$ cat config.mk
export PLATFORM = sky130hd
export DESIGN_NAME = gpr_wb_arbiter
export DESIGN_NICKNAME = d
export VERILOG_FILES = /design/src/rtl/gpr_pkg.sv /design/src/rtl/gpr_scoreboard.sv /design/src/rtl/gpr_wb_arbiter.sv
export SDC_FILE = /design/constraint.sdc
export NUM_CORES = 1
export LEC_CHECK = 0
export BUFFER_PORTS_ARGS = -buffer_cell sky130_fd_sc_hd__buf_2
export CAP_MARGIN = 30
export CORE_AREA = 10 10 137 139
export CTS_BUF_LIST = sky130_fd_sc_hd__clkbuf_8 sky130_fd_sc_hd__clkbuf_16
export DETAILED_ROUTE_END_ITERATION = 7
export DIE_AREA = 0 0 147 149
export PLACE_DENSITY_LB_ADDON = 0.3
export SETUP_SLACK_MARGIN = 0.02
export SYNTH_ARGS = -nofsm -noshare
export SYNTH_HDL_FRONTEND = slang
export SYNTH_SLANG_ARGS = --single-unit
$ cat constraint.sdc
create_clock -name clk -period 2 [get_ports clk]
set_input_delay 0.2 -clock clk [delete_from_list [all_inputs] [get_ports clk]]
set_output_delay 0.2 -clock clk [all_outputs]
set_load 0.05 [all_outputs]
$ cat src/rtl/gpr_pkg.sv
// gpr_pkg: shared widths and writeback source tag for the GPR writeback path
package gpr_pkg;
    localparam int XLEN       = 64;
    localparam int NREG       = 32;
    localparam int REG_ADDR_W = 5;
    typedef enum logic {WB_ALU, WB_LSU} wb_src_e;
endpackage

$ cat src/rtl/gpr_scoreboard.sv
// gpr_scoreboard: busy bits for registers awaiting load data, with two source read ports
module gpr_scoreboard
    import gpr_pkg::*;
#(
    parameter int NREG = gpr_pkg::NREG
) (
    input  logic                  clk,
    input  logic                  rst,
    input  logic                  i_set,
    input  logic [REG_ADDR_W-1:0] i_set_addr,
    output logic                  o_set_ready,
    input  logic                  i_clr,
    input  logic [REG_ADDR_W-1:0] i_clr_addr,
    input  logic [REG_ADDR_W-1:0] i_rs1_addr,
    input  logic [REG_ADDR_W-1:0] i_rs2_addr,
    output logic                  o_rs1_busy,
    output logic                  o_rs2_busy
);
    logic [NREG-1:0] r_busy;
    logic [NREG-1:0] w_busy_nxt;

    assign o_set_ready = !rst && !r_busy[i_set_addr];
    assign o_rs1_busy  = r_busy[i_rs1_addr];
    assign o_rs2_busy  = r_busy[i_rs2_addr];

    // Clear from the LSU writeback and set from issue; x0 is never busy
    always_comb begin
        w_busy_nxt = r_busy;
        if (i_clr) w_busy_nxt[i_clr_addr] = 1'b0;
        if (i_set && o_set_ready) w_busy_nxt[i_set_addr] = 1'b1;
        w_busy_nxt[0] = 1'b0;
    end

    // Busy vector register
    always_ff @(posedge clk) begin
        if (rst) r_busy <= '0;
        else     r_busy <= w_busy_nxt;
    end
endmodule

$ cat src/rtl/gpr_wb_arbiter.sv
// gpr_wb_arbiter: round-robin ALU/LSU arbiter for the GPR write port with load scoreboard
module gpr_wb_arbiter
    import gpr_pkg::*;
#(
    parameter int XLEN  = gpr_pkg::XLEN,
    parameter int NREG  = gpr_pkg::NREG,
    parameter int CNT_W = 32
) (
    input  logic                  clk,
    input  logic                  rst,
    input  logic                  alu_valid,
    output logic                  alu_ready,
    input  logic [REG_ADDR_W-1:0] alu_waddr,
    input  logic [XLEN-1:0]       alu_wdata,
    input  logic                  lsu_valid,
    output logic                  lsu_ready,
    input  logic [REG_ADDR_W-1:0] lsu_waddr,
    input  logic [XLEN-1:0]       lsu_wdata,
    input  logic                  sb_set,
    input  logic [REG_ADDR_W-1:0] sb_set_addr,
    output logic                  sb_set_ready,
    input  logic [REG_ADDR_W-1:0] rs1_addr,
    input  logic [REG_ADDR_W-1:0] rs2_addr,
    output logic                  rs1_busy,
    output logic                  rs2_busy,
    output logic                  rf_wen,
    output logic [REG_ADDR_W-1:0] rf_waddr,
    output logic [XLEN-1:0]       rf_wdata,
    output logic [CNT_W-1:0]      conflict_cnt
);
    logic                  w_both;
    logic                  w_wr;
    logic [REG_ADDR_W-1:0] w_addr;
    logic [XLEN-1:0]       w_data;
    wb_src_e               w_src;
    logic                  r_p;
    logic                  r_wen;
    logic [REG_ADDR_W-1:0] r_waddr;
    logic [XLEN-1:0]       r_wdata;
    wb_src_e               r_src;
    logic [CNT_W-1:0]      r_cnt;

    assign w_both    = alu_valid && lsu_valid;
    assign alu_ready = !rst && alu_valid && !(lsu_valid && r_p);
    assign lsu_ready = !rst && lsu_valid && !(alu_valid && !r_p);
    assign w_src     = lsu_ready ? WB_LSU : WB_ALU;
    assign w_addr    = lsu_ready ? lsu_waddr : alu_waddr;
    assign w_data    = lsu_ready ? lsu_wdata : alu_wdata;
    assign w_wr      = (alu_ready || lsu_ready) && w_addr != '0;

    assign rf_wen       = r_wen;
    assign rf_waddr     = r_waddr;
    assign rf_wdata     = r_wdata;
    assign conflict_cnt = r_cnt;

    // Output register stage, round-robin priority and conflict counter
    always_ff @(posedge clk) begin
        if (rst) begin
            r_wen   <= 1'b0;
            r_waddr <= '0;
            r_wdata <= '0;
            r_src   <= WB_ALU;
            r_p     <= 1'b0;
            r_cnt   <= '0;
        end else begin
            r_wen <= w_wr;
            if (w_wr) begin
                r_waddr <= w_addr;
                r_wdata <= w_data;
                r_src   <= w_src;
            end
            if (w_both) begin
                r_p   <= !r_p;
                r_cnt <= r_cnt + CNT_W'(1);
            end
        end
    end

    gpr_scoreboard #(.NREG(NREG)) u_sb (
        .clk         (clk),
        .rst         (rst),
        .i_set       (sb_set),
        .i_set_addr  (sb_set_addr),
        .o_set_ready (sb_set_ready),
        .i_clr       (r_wen && r_src == WB_LSU),
        .i_clr_addr  (r_waddr),
        .i_rs1_addr  (rs1_addr),
        .i_rs2_addr  (rs2_addr),
        .o_rs1_busy  (rs1_busy),
        .o_rs2_busy  (rs2_busy)
    );
endmodule

* Word level (Yosys, flattened, before mapping) *
Cells that the tools add are included.
W data, S select, Z words.

cells by class
  $add $sub $neg = 1
  order comparisons = 6
  mux-type cells = 15
  bitwise gates (word level) = 3
  reductions and logical operators = 20

operators by type and width
  operator                 count
  $mux W32                 2
  $mux W64                 1
  $add A32 B1 Y32 const B  1
  $and A32 B32 Y32         1
  $not A32 Y32             1
  $or A32 B32 Y32          1
  $lt A5 B6 Y1 const B     4
  $bmux W1 S5              3
  $logic_and A1 B1 Y1      13
  $demux W1 S5             2
  $ge A5 B1 Y1 const B     2
  $mux W1                  6
  $logic_not A1 Y1         5
  $mux W5                  1
  $reduce_bool A5 Y1       1
  $logic_or A1 B1 Y1       1

storage, ports and cells
  register bits after elaboration = 136
  output and inout bits = 107
  logic and storage cells = 53

* Longest topological paths before layout *
  depth in word-level cells = 9
  depth in mapped cells = 7
  depth with buffers taken out = 5

* Modules after synthesis *
Synthesis repeated with hierarchy kept, for this count alone.

second synthesis, totals
  cell total of the unflattened synthesis = 751
  area total of the unflattened synthesis = 7264.5 µm²

modules (own cells, without submodules)
  module          times used  cells each  area each (µm²)  sequential area each (µm²)
  gpr_wb_arbiter  1           499         4961.0           2082.0
  gpr_scoreboard  1           252         2303.5           620.6

* Worst setup path before layout *
No wires, ideal clock.

  kind = in2out
  start point = in sb_set_addr[0]
  end point = out sb_set_ready
  arrival time = 3.715 ns
  path slack = -1.915 ns
  cell stages on the path = 4
  cell sequence = clkbuf_1 > mux4_2 > a21o_1 > a2111oi_0

on the way
  cells in the longest elaborated chain, start to end = 4

ends and longest elaborated chain
  item                           line                  RTL
  from (decl)                    gpr_wb_arbiter.sv:20  input logic [REG_ADDR_W-1:0] sb_set_addr,
  $bmux W1 S5                    gpr_scoreboard.sv:22  assign o_set_ready = !rst && !r_busy[i_set_addr];
  $mux W1 (implied by the code)  gpr_scoreboard.sv:22
  $logic_not A1 Y1               gpr_scoreboard.sv:22
  $logic_and A1 B1 Y1            gpr_scoreboard.sv:22
  to (decl)                      gpr_wb_arbiter.sv:21  output logic sb_set_ready,

No other way between the ends. The select of a mux whose other input is x is not followed.

* Worst setup path after layout *
  start point = reg u_sb.r_busy[22]
  end point = out sb_set_ready

on the way
  cells in the longest elaborated chain, start to end = 4

ends and longest elaborated chain
  item                           line                  RTL
  from (decl)                    gpr_scoreboard.sv:19  logic [NREG-1:0] r_busy;
  from (signal assigned)         gpr_scoreboard.sv:37  else r_busy <= w_busy_nxt;
  $bmux W1 S5                    gpr_scoreboard.sv:22
  $mux W1 (implied by the code)  gpr_scoreboard.sv:22
  $logic_not A1 Y1               gpr_scoreboard.sv:22
  $logic_and A1 B1 Y1            gpr_scoreboard.sv:22

No other way between the ends. The select of a mux whose other input is x is not followed.

==> results.ini <==
[outcome]
run_status=finished, violations left
failed_checks=negative setup slack

[critical_path]
timing.reg2reg.setup_slack_ps=80
end_kind=output pin
cp_data_required_time_ps=1800
criticalPathCategory=reg2out
worstPathArrival_ps=2020
crit_path_start_kind=flop
crit_path_max_fo=4

[logic_synthesis]
synth_flop_cell=dfxtp_1
asr_flop_ratio_synth_pct=0
synth.ff_latch_count=135
synthesis.yosys.warnings=0
synthesis.area_per_instance_um2=9.27
synthDominantAreaCellType=dfxtp_1
synthDominantCellAreaShare_pct=38.0
syn_nets=926
syn_inst=767
synth_edf_count=0
synth.area.top_cells=dfxtp_1 (38%), mux2i_1 (11%), nand4b_1 (8.5%)
synth_sequential_area_ratio_pct=38.0
synth.lib_cells_used.distinct=50
cell_area_synth_um2=7110

[global_routing]
globalRouteTotalUtil_pct=21.4
overflow=0
grt_first_pass_wirelength_mm=38.2
initial_antenna_violation_count=0
first_global_vias=7200
grt_start_max_net_pins=98

[floorplan]
die-width_um=147
io_pins=265
floorplan.initialDensity_pct=43.9
die-height_um=149
floorplan.rows=47
fp.dieArea_um2=21900
coreArea_um2=16200

[timing]
max_clock_freq_ghz=0.451
setup_clock_skew_after_layout_ps=7.07
final_setup_violation_count=3
final.min_clock_period_ps=2220
worst_slew_pin_slew_ps=663
timing.final.crit_share_pct=111
grt_setup_unrepaired=true
worst_slack_ps=-217
slew_headroom_pct=55.2
hold_violations=0
finalMaxSlewViolations=0

[pwr]
power.net_switching_uw=2260
power_frac_comb_pct=19.5
internal_power_uw=5270
power.total_uw=7530
p_per_area_nw_per_um2=782
proportion_of_total_power_due_to_net_switching_pct=30.0
reported_leakage_power_uw=0.00433
maximum_resistive_drop_on_vdd_v=0.000613
seqPwrFrac_pct=38.9
power_frac_clock_pct=41.6

[clock_tree]
clk_pin_slew_worst_paths_ps=60
cts.hold.buffers_added=0
cts_tree=done
cts_htree_levels=4
root_buffer=clkbuf_16
cts_buffers=17
numClockSinks=135
cts.path.max_buffers=2
worstSkewPairLatency_ps=410
post_cts.repair.setup_buffers=0

[run]
max_cap_violations=0

[final_layout]
post_route_cells_drive_above_1_share_pct=38.8
insertedDiodeCount=0
finish.cell_count_without_fillers=1259
total_nets_final=1186
design_area_um2=9630
fin_util_pct=59.6
layout_overhead_on_the_synthesized_area_pct=35.5

[hold_path]
hp_class=in2reg

[route]
drt-vias-per-instance=5.61
drt_first_pass_iters=5
routed_wirelength_mm=24.3
route.antenna.remaining_nets=0
routedWlPerCell_um=19.3
num_vias=7065
number_of_drc_markers_in_iteration_0=393
drcViolationCount=0

[placed_design]
place_congestion=0.892
detailed_place.area_um2=8900
placement_stage_worst_setup_slack_ps=-122
port_buffers=264
placed_cells_incl_taps=1228
hpwlAfterDp_mm=18.3

cell usage in the layout (no fill, tap or decap), drive strengths merged, types with 4 or more instances in the layout:
cell type  synthesis  layout
a21oi             19      19
and3               4       4
and4               4       4
buf               17     307
clkbuf            50      21
clkinv             0       4
dfxtp            135     135
inv               14      17
mux2               8       8
mux2i             75      75
mux4              20      20
nand2             37      37
nand2b             7       7
nand3             16      16
nand3b            23      23
nand4              8       8
nand4b            69      69
nor2              25      25
nor2b             21      21
nor3               7       7
nor3b              4       4
nor4               7       7
o211ai             4       4
o21ai            117     117
o31ai             13      13
or3               12      12
or4               11      11
xnor2              6       6
xor2               5       5
power groups by stage:
stage	registers [uW]	clock network (uW)	logic (uW)
final	2930	3130	1470
after floorplan	3400	0	501
after global placement	2980	0	1440
after global routing	2940	3330	1560
after detailed placement	2980	0	1450
after CTS	2930	3200	1470
worst paths after layout:
kind | start | endpoint | depth (start not counted)
hold / removal | lsu_wdata[41] | rf_wdata[41] | 3
hold reg to reg | conflict_cnt[1] | conflict_cnt[1] | 2
setup reg to reg | conflict_cnt[6] | conflict_cnt[29] | 4
setup / recovery | u_sb.r_busy[22] | sb_set_ready | 4
synth_stat cells (all sizes together), types with 4 or more instances:
library cell and n:
buf 17, xnor2 6, xor2 5, or3 12, or4 11, clkbuf 50, nor3b 4, a21oi 19
mux2 8, nor4 7, o21ai 117, and3 4, nand2b 7, nor2 25, o31ai 13, nand2 37
inv 14, nand4 8, and4 4, mux4 20, o211ai 4, nand4b 69, dfxtp 135, mux2i 75
nor3 7, nand3 16, nor2b 21, nand3b 23
metrics by stage:
step,TNS [ps],hold WS (ps)
final,-443,64.7
after global placement,-109,475
after detailed placement,-122,480
after global routing,-723,51.1
after CTS,-452,48.0
after floorplan,-44.9,350
routing by layer:
layer  routed length (um)  part of all wire, %  track usage [%]
met1                10100                   41             25.7
met2                12100                   50             35.8
met3                 1650                  6.8             6.43
met4                  512                  2.1             7.04
met5                    0                    0                0
worst max-delay path: stages, from the launching register on:
cell and delay, ps:
dfxtp_1 340, mux4_2 480, o211a_4 260, a2111oi_4 320, buf_6 210
cell type report:
class | instances | area (um2)
clock inverter | 11 | 121
timing repair buffer | 308 | 1760
fill | 1403 | 6540
clock buffer | 20 | 478
inverter | 14 | 52.6
tap | 220 | 275
sequential | 135 | 2750
multi-input combinational | 551 | 4200
cells by family after synthesis:
family	synth area share [%]
simple gates	25.0
compound gates	12.9
flops	38.0
mux	18.2
buf+inv	4.42
xor+xnor	1.36
fa+ha+maj	0.176
state kept, by name, summed over array words and instances, names as in the netlist:
name / flops
r_p: 1
conflict_cnt: 32
rf_wen: 1
rf_wdata: 64
u_sb.r_busy: 31
r_src: 1
rf_waddr: 5
repair_timing:
action                                  in CTS  in global routing
gates resized for setup                     13                 19
endpoints found under the hold margin        0                  0
pin swaps                                    1                  5
endpoints found under the setup margin       3                 14
(Power assumes the default switching activity.)
